$ cat config.mk
export PLATFORM = sky130hd
export DESIGN_NAME = izh_param_loader
export DESIGN_NICKNAME = d
export VERILOG_FILES = /design/src/rtl/izh_param_loader.sv
export SDC_FILE = /design/constraint.sdc
export NUM_CORES = 1
export LEC_CHECK = 0
export ABC_AREA = 1
export BUFFER_PORTS_ARGS = -buffer_cell sky130_fd_sc_hd__buf_2
export CAP_MARGIN = 15
export CORE_MARGIN = 4
export CORE_UTILIZATION = 55
export CTS_BUF_LIST = sky130_fd_sc_hd__clkbuf_16
export CTS_CLUSTER_SIZE = 30
export DETAILED_ROUTE_END_ITERATION = 16
export GPL_TIMING_DRIVEN = 0
export PLACE_DENSITY = 0.76
export SYNTH_ARGS = -nofsm -noshare
export SYNTH_HDL_FRONTEND = slang
export SYNTH_SLANG_ARGS = --single-unit
$ cat constraint.sdc
create_clock -name clk -period 1.8 [get_ports clk]
set_input_delay 0 -clock clk [delete_from_list [all_inputs] [get_ports clk]]
set_output_delay 0 -clock clk [all_outputs]
set_load 0.02 [all_outputs]
$ cat src/rtl/izh_param_loader.sv
// ---------------------------------------------------------------------------
// izh_param_loader
//   Byte-stream configuration front end for izh_neuron_lite. Framed bytes
//   arrive over a valid/ready handshake. The loader decodes three frame types.
//     - Parameter frame: header, a, b, c, d, checksum. The checksum is the XOR
//       of the four payload bytes.
//     - Preset frame: header, then a preset index.
//     - Stimulus frame: header, then a stimulus byte.
//   The four neuron parameters are committed together, or not at all. While
//   cfg_hold is high, a commit is parked until the neuron is between
//   timesteps.
//
// Ports
//   clk, reset      clock; synchronous active-high reset
//   in_valid/in_data/in_ready   host byte handshake (transfer = valid && ready)
//   cfg_hold        1 = neuron mid-step, parameter commits must wait
//   param_a..d      committed neuron parameters
//   params_ready    sticky, set by the first commit
//   stimulus_out    last stimulus byte received
//   cfg_update      1-cycle pulse when param_a..d are written
//   err_pulse       1-cycle pulse on checksum, preset-index or timeout error
//   err_count       saturating error counter
// ---------------------------------------------------------------------------
module izh_param_loader #(
    parameter logic [7:0] HDR_PARAM  = 8'hA5,
    parameter logic [7:0] HDR_PRESET = 8'h5A,
    parameter logic [7:0] HDR_STIM   = 8'h3C,
    parameter int         TIMEOUT    = 255
) (
    input  logic       clk,
    input  logic       reset,
    input  logic       in_valid,
    input  logic [7:0] in_data,
    output logic       in_ready,
    input  logic       cfg_hold,
    output logic [7:0] param_a,
    output logic [7:0] param_b,
    output logic [7:0] param_c,
    output logic [7:0] param_d,
    output logic       params_ready,
    output logic [7:0] stimulus_out,
    output logic       cfg_update,
    output logic       err_pulse,
    output logic [7:0] err_count
);

    typedef enum logic [2:0] {
        ST_IDLE       = 3'd0,
        ST_PAYLOAD    = 3'd1,
        ST_CHKSUM     = 3'd2,
        ST_PRESET_IDX = 3'd3,
        ST_STIM       = 3'd4,
        ST_PENDING    = 3'd5
    } state_t;

    // The idle counter aborts a frame on the edge where it has already seen
    // TIMEOUT-1 idle cycles and a further idle cycle occurs.
    localparam logic [7:0] TIMEOUT_LAST = 8'(TIMEOUT - 1);
    localparam logic [31:0] PRESET_RS = {8'd2, 8'd13, 8'd0, 8'd8};

    // The preset table is packed as {a, b, c, d}.
    function automatic logic [31:0] preset_lookup(input logic [1:0] idx);
        logic [31:0] vals;
        case (idx)
            2'd0:    vals = PRESET_RS;
            2'd1:    vals = {8'd20, 8'd13, 8'd0,  8'd2};
            2'd2:    vals = {8'd2,  8'd13, 8'd15, 8'd2};
            2'd3:    vals = {8'd2,  8'd13, 8'd5,  8'd4};
            default: vals = PRESET_RS;
        endcase
        return vals;
    endfunction

    state_t      state_r;
    logic [31:0] shadow_r;        // {a,b,c,d}, assembled by shifting in payload bytes
    logic [7:0]  xor_r;
    logic [1:0]  idx_r;
    logic [7:0]  idle_cnt_r;
    logic [31:0] params_r;
    logic        params_ready_r;
    logic [7:0]  stimulus_r;
    logic        cfg_update_r;
    logic        err_pulse_r;
    logic [7:0]  err_count_r;

    logic        xfer_s;
    logic        in_frame_s;
    logic        timeout_s;
    logic        load_s;
    logic        bad_s;
    logic        err_s;
    logic        commit_s;
    logic [31:0] load_vals_s;
    logic [31:0] commit_vals_s;

    // PENDING is the only state that refuses bytes.
    assign in_ready = !reset && (state_r != ST_PENDING);

    // Decode transfers, frame completion, errors and the values to commit.
    always_comb begin
        xfer_s        = in_valid && in_ready;
        in_frame_s    = 1'b0;
        load_s        = 1'b0;
        bad_s         = 1'b0;
        load_vals_s   = shadow_r;
        commit_vals_s = shadow_r;
        case (state_r)
            ST_PAYLOAD, ST_STIM: begin
                in_frame_s = 1'b1;
            end
            ST_CHKSUM: begin
                in_frame_s = 1'b1;
                if (in_data == xor_r) begin
                    load_s = xfer_s;
                end else begin
                    bad_s = xfer_s;
                end
            end
            ST_PRESET_IDX: begin
                in_frame_s  = 1'b1;
                load_vals_s = preset_lookup(in_data[1:0]);
                if (in_data <= 8'd3) begin
                    load_s = xfer_s;
                end else begin
                    bad_s = xfer_s;
                end
            end
            default: begin
                in_frame_s = 1'b0;
            end
        endcase
        timeout_s = in_frame_s && !xfer_s && (idle_cnt_r == TIMEOUT_LAST);
        err_s     = bad_s || timeout_s;
        if (state_r == ST_PENDING) begin
            commit_s      = !cfg_hold;
            commit_vals_s = shadow_r;
        end else begin
            commit_s      = load_s && !cfg_hold;
            commit_vals_s = load_vals_s;
        end
    end

    // The frame FSM, the commit datapath and the error bookkeeping.
    always_ff @(posedge clk) begin
        if (reset) begin
            state_r        <= ST_IDLE;
            shadow_r       <= 32'h0000_0000;
            xor_r          <= 8'h00;
            idx_r          <= 2'd0;
            idle_cnt_r     <= 8'h00;
            params_r       <= PRESET_RS;
            params_ready_r <= 1'b0;
            stimulus_r     <= 8'h00;
            cfg_update_r   <= 1'b0;
            err_pulse_r    <= 1'b0;
            err_count_r    <= 8'h00;
        end else begin
            err_pulse_r <= err_s;
            if (err_s && (err_count_r != 8'hFF)) begin
                err_count_r <= err_count_r + 8'd1;
            end else begin
                err_count_r <= err_count_r;
            end

            if (commit_s) begin
                params_r       <= commit_vals_s;
                params_ready_r <= 1'b1;
                cfg_update_r   <= 1'b1;
            end else begin
                cfg_update_r   <= 1'b0;
            end

            // Counts consecutive idle cycles only while a frame is open.
            if (xfer_s || !in_frame_s) begin
                idle_cnt_r <= 8'h00;
            end else begin
                idle_cnt_r <= idle_cnt_r + 8'd1;
            end

            case (state_r)
                ST_IDLE: begin
                    if (xfer_s) begin
                        case (in_data)
                            HDR_PARAM: begin
                                state_r <= ST_PAYLOAD;
                                idx_r   <= 2'd0;
                                xor_r   <= 8'h00;
                            end
                            HDR_PRESET: state_r <= ST_PRESET_IDX;
                            HDR_STIM:   state_r <= ST_STIM;
                            default:    state_r <= ST_IDLE;   // resync: drop junk
                        endcase
                    end
                end
                ST_PAYLOAD: begin
                    if (xfer_s) begin
                        shadow_r <= {shadow_r[23:0], in_data};
                        xor_r    <= xor_r ^ in_data;
                        idx_r    <= idx_r + 2'd1;
                        if (idx_r == 2'd3) begin
                            state_r <= ST_CHKSUM;
                        end else begin
                            state_r <= ST_PAYLOAD;
                        end
                    end else if (timeout_s) begin
                        state_r <= ST_IDLE;
                    end else begin
                        state_r <= ST_PAYLOAD;
                    end
                end
                ST_CHKSUM, ST_PRESET_IDX: begin
                    if (load_s && cfg_hold) begin
                        shadow_r <= load_vals_s;
                        state_r  <= ST_PENDING;
                    end else if (xfer_s || timeout_s) begin
                        state_r  <= ST_IDLE;
                    end else begin
                        state_r  <= state_r;
                    end
                end
                ST_STIM: begin
                    if (xfer_s) begin
                        stimulus_r <= in_data;
                        state_r    <= ST_IDLE;
                    end else if (timeout_s) begin
                        state_r    <= ST_IDLE;
                    end else begin
                        state_r    <= ST_STIM;
                    end
                end
                ST_PENDING: begin
                    if (!cfg_hold) begin
                        state_r <= ST_IDLE;
                    end else begin
                        state_r <= ST_PENDING;
                    end
                end
                default: state_r <= ST_IDLE;
            endcase
        end
    end

    assign param_a      = params_r[31:24];
    assign param_b      = params_r[23:16];
    assign param_c      = params_r[15:8];
    assign param_d      = params_r[7:0];
    assign params_ready = params_ready_r;
    assign stimulus_out = stimulus_r;
    assign cfg_update   = cfg_update_r;
    assign err_pulse    = err_pulse_r;
    assign err_count    = err_count_r;

endmodule

==> flow_summary.toml <==
[synth]
ys_seq_area_share_pct = 39.7
yosys_warnings = 0
synth-compound-area-share_pct = 12.7
syn_inst = 743
synthesis.nets = 764
synth_xor_area_share_pct = 1.67
synthAdderAreaFrac_pct = 2.15
avgSynthCellArea_um2 = 7.06
synthMuxAreaShare_pct = 0
synthesis.area_um2 = 5240
synth_largest_area_cell = "dfxtp_1"
synth_top_family_by_area = "simple AND/OR/NAND/NOR gates"
synth.area.top_cells = "dfxtp_1 40%, nand2_1 13%, nor2_1 6.6%"
synth-seq-cells = 104
yosysTopAreaCellShare_pct = 39.7
yosysUniqueCellTypes = 35
synth-simple-area-share_pct = 34.7

[timing]
max_freq_ghz = 0.571
tightest_slew_ns = 0.793
rsz0062_at_grt = "false"
finalHoldViolCount = 0
fin_crit_sh_pct = 97.4
fin_tns_setup_ns = 0
setup_viol = 0
relSlewSlack_pct = 46.8
maxSlewViolCount = 0
fin_crit_ns = 1.75
fin_skew_ns = 0.0105
holdWs_ns = 0.0238

[cts]
cts_tree = "yes"
root_buffer = "clkbuf_16"
clk_path_buf_depth = 2
cts_buffers = 9
htreeDepth = 3
clock_sinks = 104
clock_latency_ns = 0.35
path_clk_slew_ns = 0.07

[finish]
n_antenna_cell = 0
register_area_um2 = 2090
area.growth.synth_to_final_pct = 17.7
drive_above_1_share_pct = 19.8
multiInputGateArea_um2 = 2740
design_area_um2 = 6170
final_cells = 961
utilization_pct = 66.8
final_common_cell = "nand2_1"
final_nets = 848
mostFrequentLayoutCells = "186 x nand2_1, 101 x dfxtp_1, 91 x nor2_1"
fillers = 807

[global_route]
track_usage_pct = 25.5
grt_overflow = 0
grt_max_degree = 19
antenna_found_initial = 0
grt_pass1_vias = 4859
grt_pass1_wl_um = 23100

[route]
drt_wl_total_um = 14100
num_vias = 5176
wire_per_inst_um = 14.7
viasPerCell = 5.39
drc = 0
dr.first_iter.drc_count = 462
first_pass_iters = 6
final_antenna_net_count = 0

[critical_path]
rr_worst_depth = 8
cp.arrival_ns = 1.99
rr_endpoint = "shadow_r[6]"
end_kind = "flop"
r2r_slack_ns = 0.05
crit_type = "flop to flop"
required_ns = 2.04
timing.rr.start = "state_r[0]"
path_max_fanout = 10
start_kind = "flop"

[floorplanning]
die_height_um = 106
start_util_pct = 56.7
ios = 64
core-area_um2 = 9240
rows = 35
dieArea_um2 = 11200
die_w_um = 106

[power_and_ir_drop]
p_per_area_nw_per_um2 = 875
vdd_drop_max_uv = 565
power.leakage_nw = 2.78

[placed_design]
place.gp.congestion = 0.914
dp_cells = 934
placed_cell_area_um2 = 5710
dp.final_hpwl_um = 10000
io_buffers = 62

[worst_hold_path]
whs_path_depth = 4
hold_end = "xor_r[3]"
min-delay-start = "in_data[3]"
hold_path.class = "input pin to flop"

[job]
drv_cap = 0

[status]
status = "finished clean"
## area by class of cell
cell class | count | area share, %
Inverter | 75 | 4.60
Buffer | 36 | 3.23
Sequential cell | 104 | 33.8
Multi-Input combinational cell | 528 | 44.4
Tap cell | 129 | 2.62
Clock inverter | 7 | 1.26
Timing Repair Buffer | 73 | 6.41
Clock buffer | 9 | 3.65
## critical path, cell delays in order (launching register included)
cell and delay, ns:
dfxtp_2 0.42, inv_2 0.11, nor3_2 0.27, nand2_1 0.25, nand2_4 0.16, buf_2 0.23
nand2_1 0.08, nand2_1 0.06, nor2_1 0.05
## cell families (layout without fill, tap and decap cells)
family | after synthesis | count (layout)
AO/OA/AOI/OAI | 116 | 116
XOR/XNOR | 10 | 10
flip-flops | 104 | 104
AND/OR/NAND/NOR | 393 | 393
buffers and inverters | 111 | 200
adder cells (fa/ha/maj) | 9 | 9
## sequential cells by signal (all words and copies together) (netlist names)
name          flops
err_count         8
err_pulse         1
params_ready      1
cfg_update        1
idx_r             2
stimulus_out      8
params_r         32
state_r           3
shadow_r         32
idle_cnt_r        8
xor_r             8
## synth_stat cells
master	count
a22oi_1	5
buf_1	2
nor2_2	1
o21ai_1	6
xor2_1	9
clkbuf_1	17
dfxtp_1	104
ha_1	9
nand3b_1	9
nand2_4	4
nand3_1	64
nor2_1	92
xnor2_1	1
a21oi_1	34
o22ai_1	2
nand3_4	4
nand3_2	11
clkinv_1	1
nor2_8	1
nand2_1	186
buf_2	10
nand2_2	4
inv_4	1
buf_6	4
o21ai_0	49
buf_4	3
nor2_4	2
o21ai_2	8
a21oi_2	10
inv_1	66
nand4_1	12
inv_2	7
a21boi_0	1
nor3_1	3
a31oi_1	1
## what timing repair did
| item | in CTS | in global routing |
|---|---|---|
| cloned | 0 | 0 |
| endpoints found under the hold margin | 1 | 0 |
| hold buffers | 1 | 0 |
| setup endpoints to repair | 83 | 71 |
| resized for setup | 5 | 14 |
| setup buffers | 2 | 8 |
| pin swaps | 3 | 4 |
## report_power, final
part | switching (mW) | internal, mW
registers | 0.0656 | 2.38
clock network | 0.906 | 1.09
logic | 0.678 | 0.280
## how the worst max path moves through the flow
stage | slack (ns) | endpoint | cells after the start | start
floorplan | 0.20 | params_r[17] | 11 | state_r[2]
global placement | -0.12 | shadow_r[1] | 9 | state_r[2]
detailed placement | -0.16 | shadow_r[1] | 9 | state_r[2]
CTS | 0.02 | params_r[20] | 12 | state_r[1]
global route | 0.001 | shadow_r[21] | 9 | state_r[2]
finish | 0.05 | shadow_r[6] | 8 | state_r[0]
## layer usage
layer,up-vias,GRT usage [%],wire length [um]
met5,-,0,0
met4,0,11.6,488
met3,37,4.04,1000
met2,219,40.3,6420
met1,2363,34.4,6190
li1,2557,-,-
## through the flow
stage / setup slack [ns] / power [mW]
after floorplan: 0.202 / 3.11
after global placement: -0.120 / 3.33
after detailed placement: -0.159 / 3.36
after CTS: 0.0168 / 5.35
after global routing: 0.00105 / 5.61
final: 0.0475 / 5.40
No activity file was read; power rests on OpenSTA's default activity.
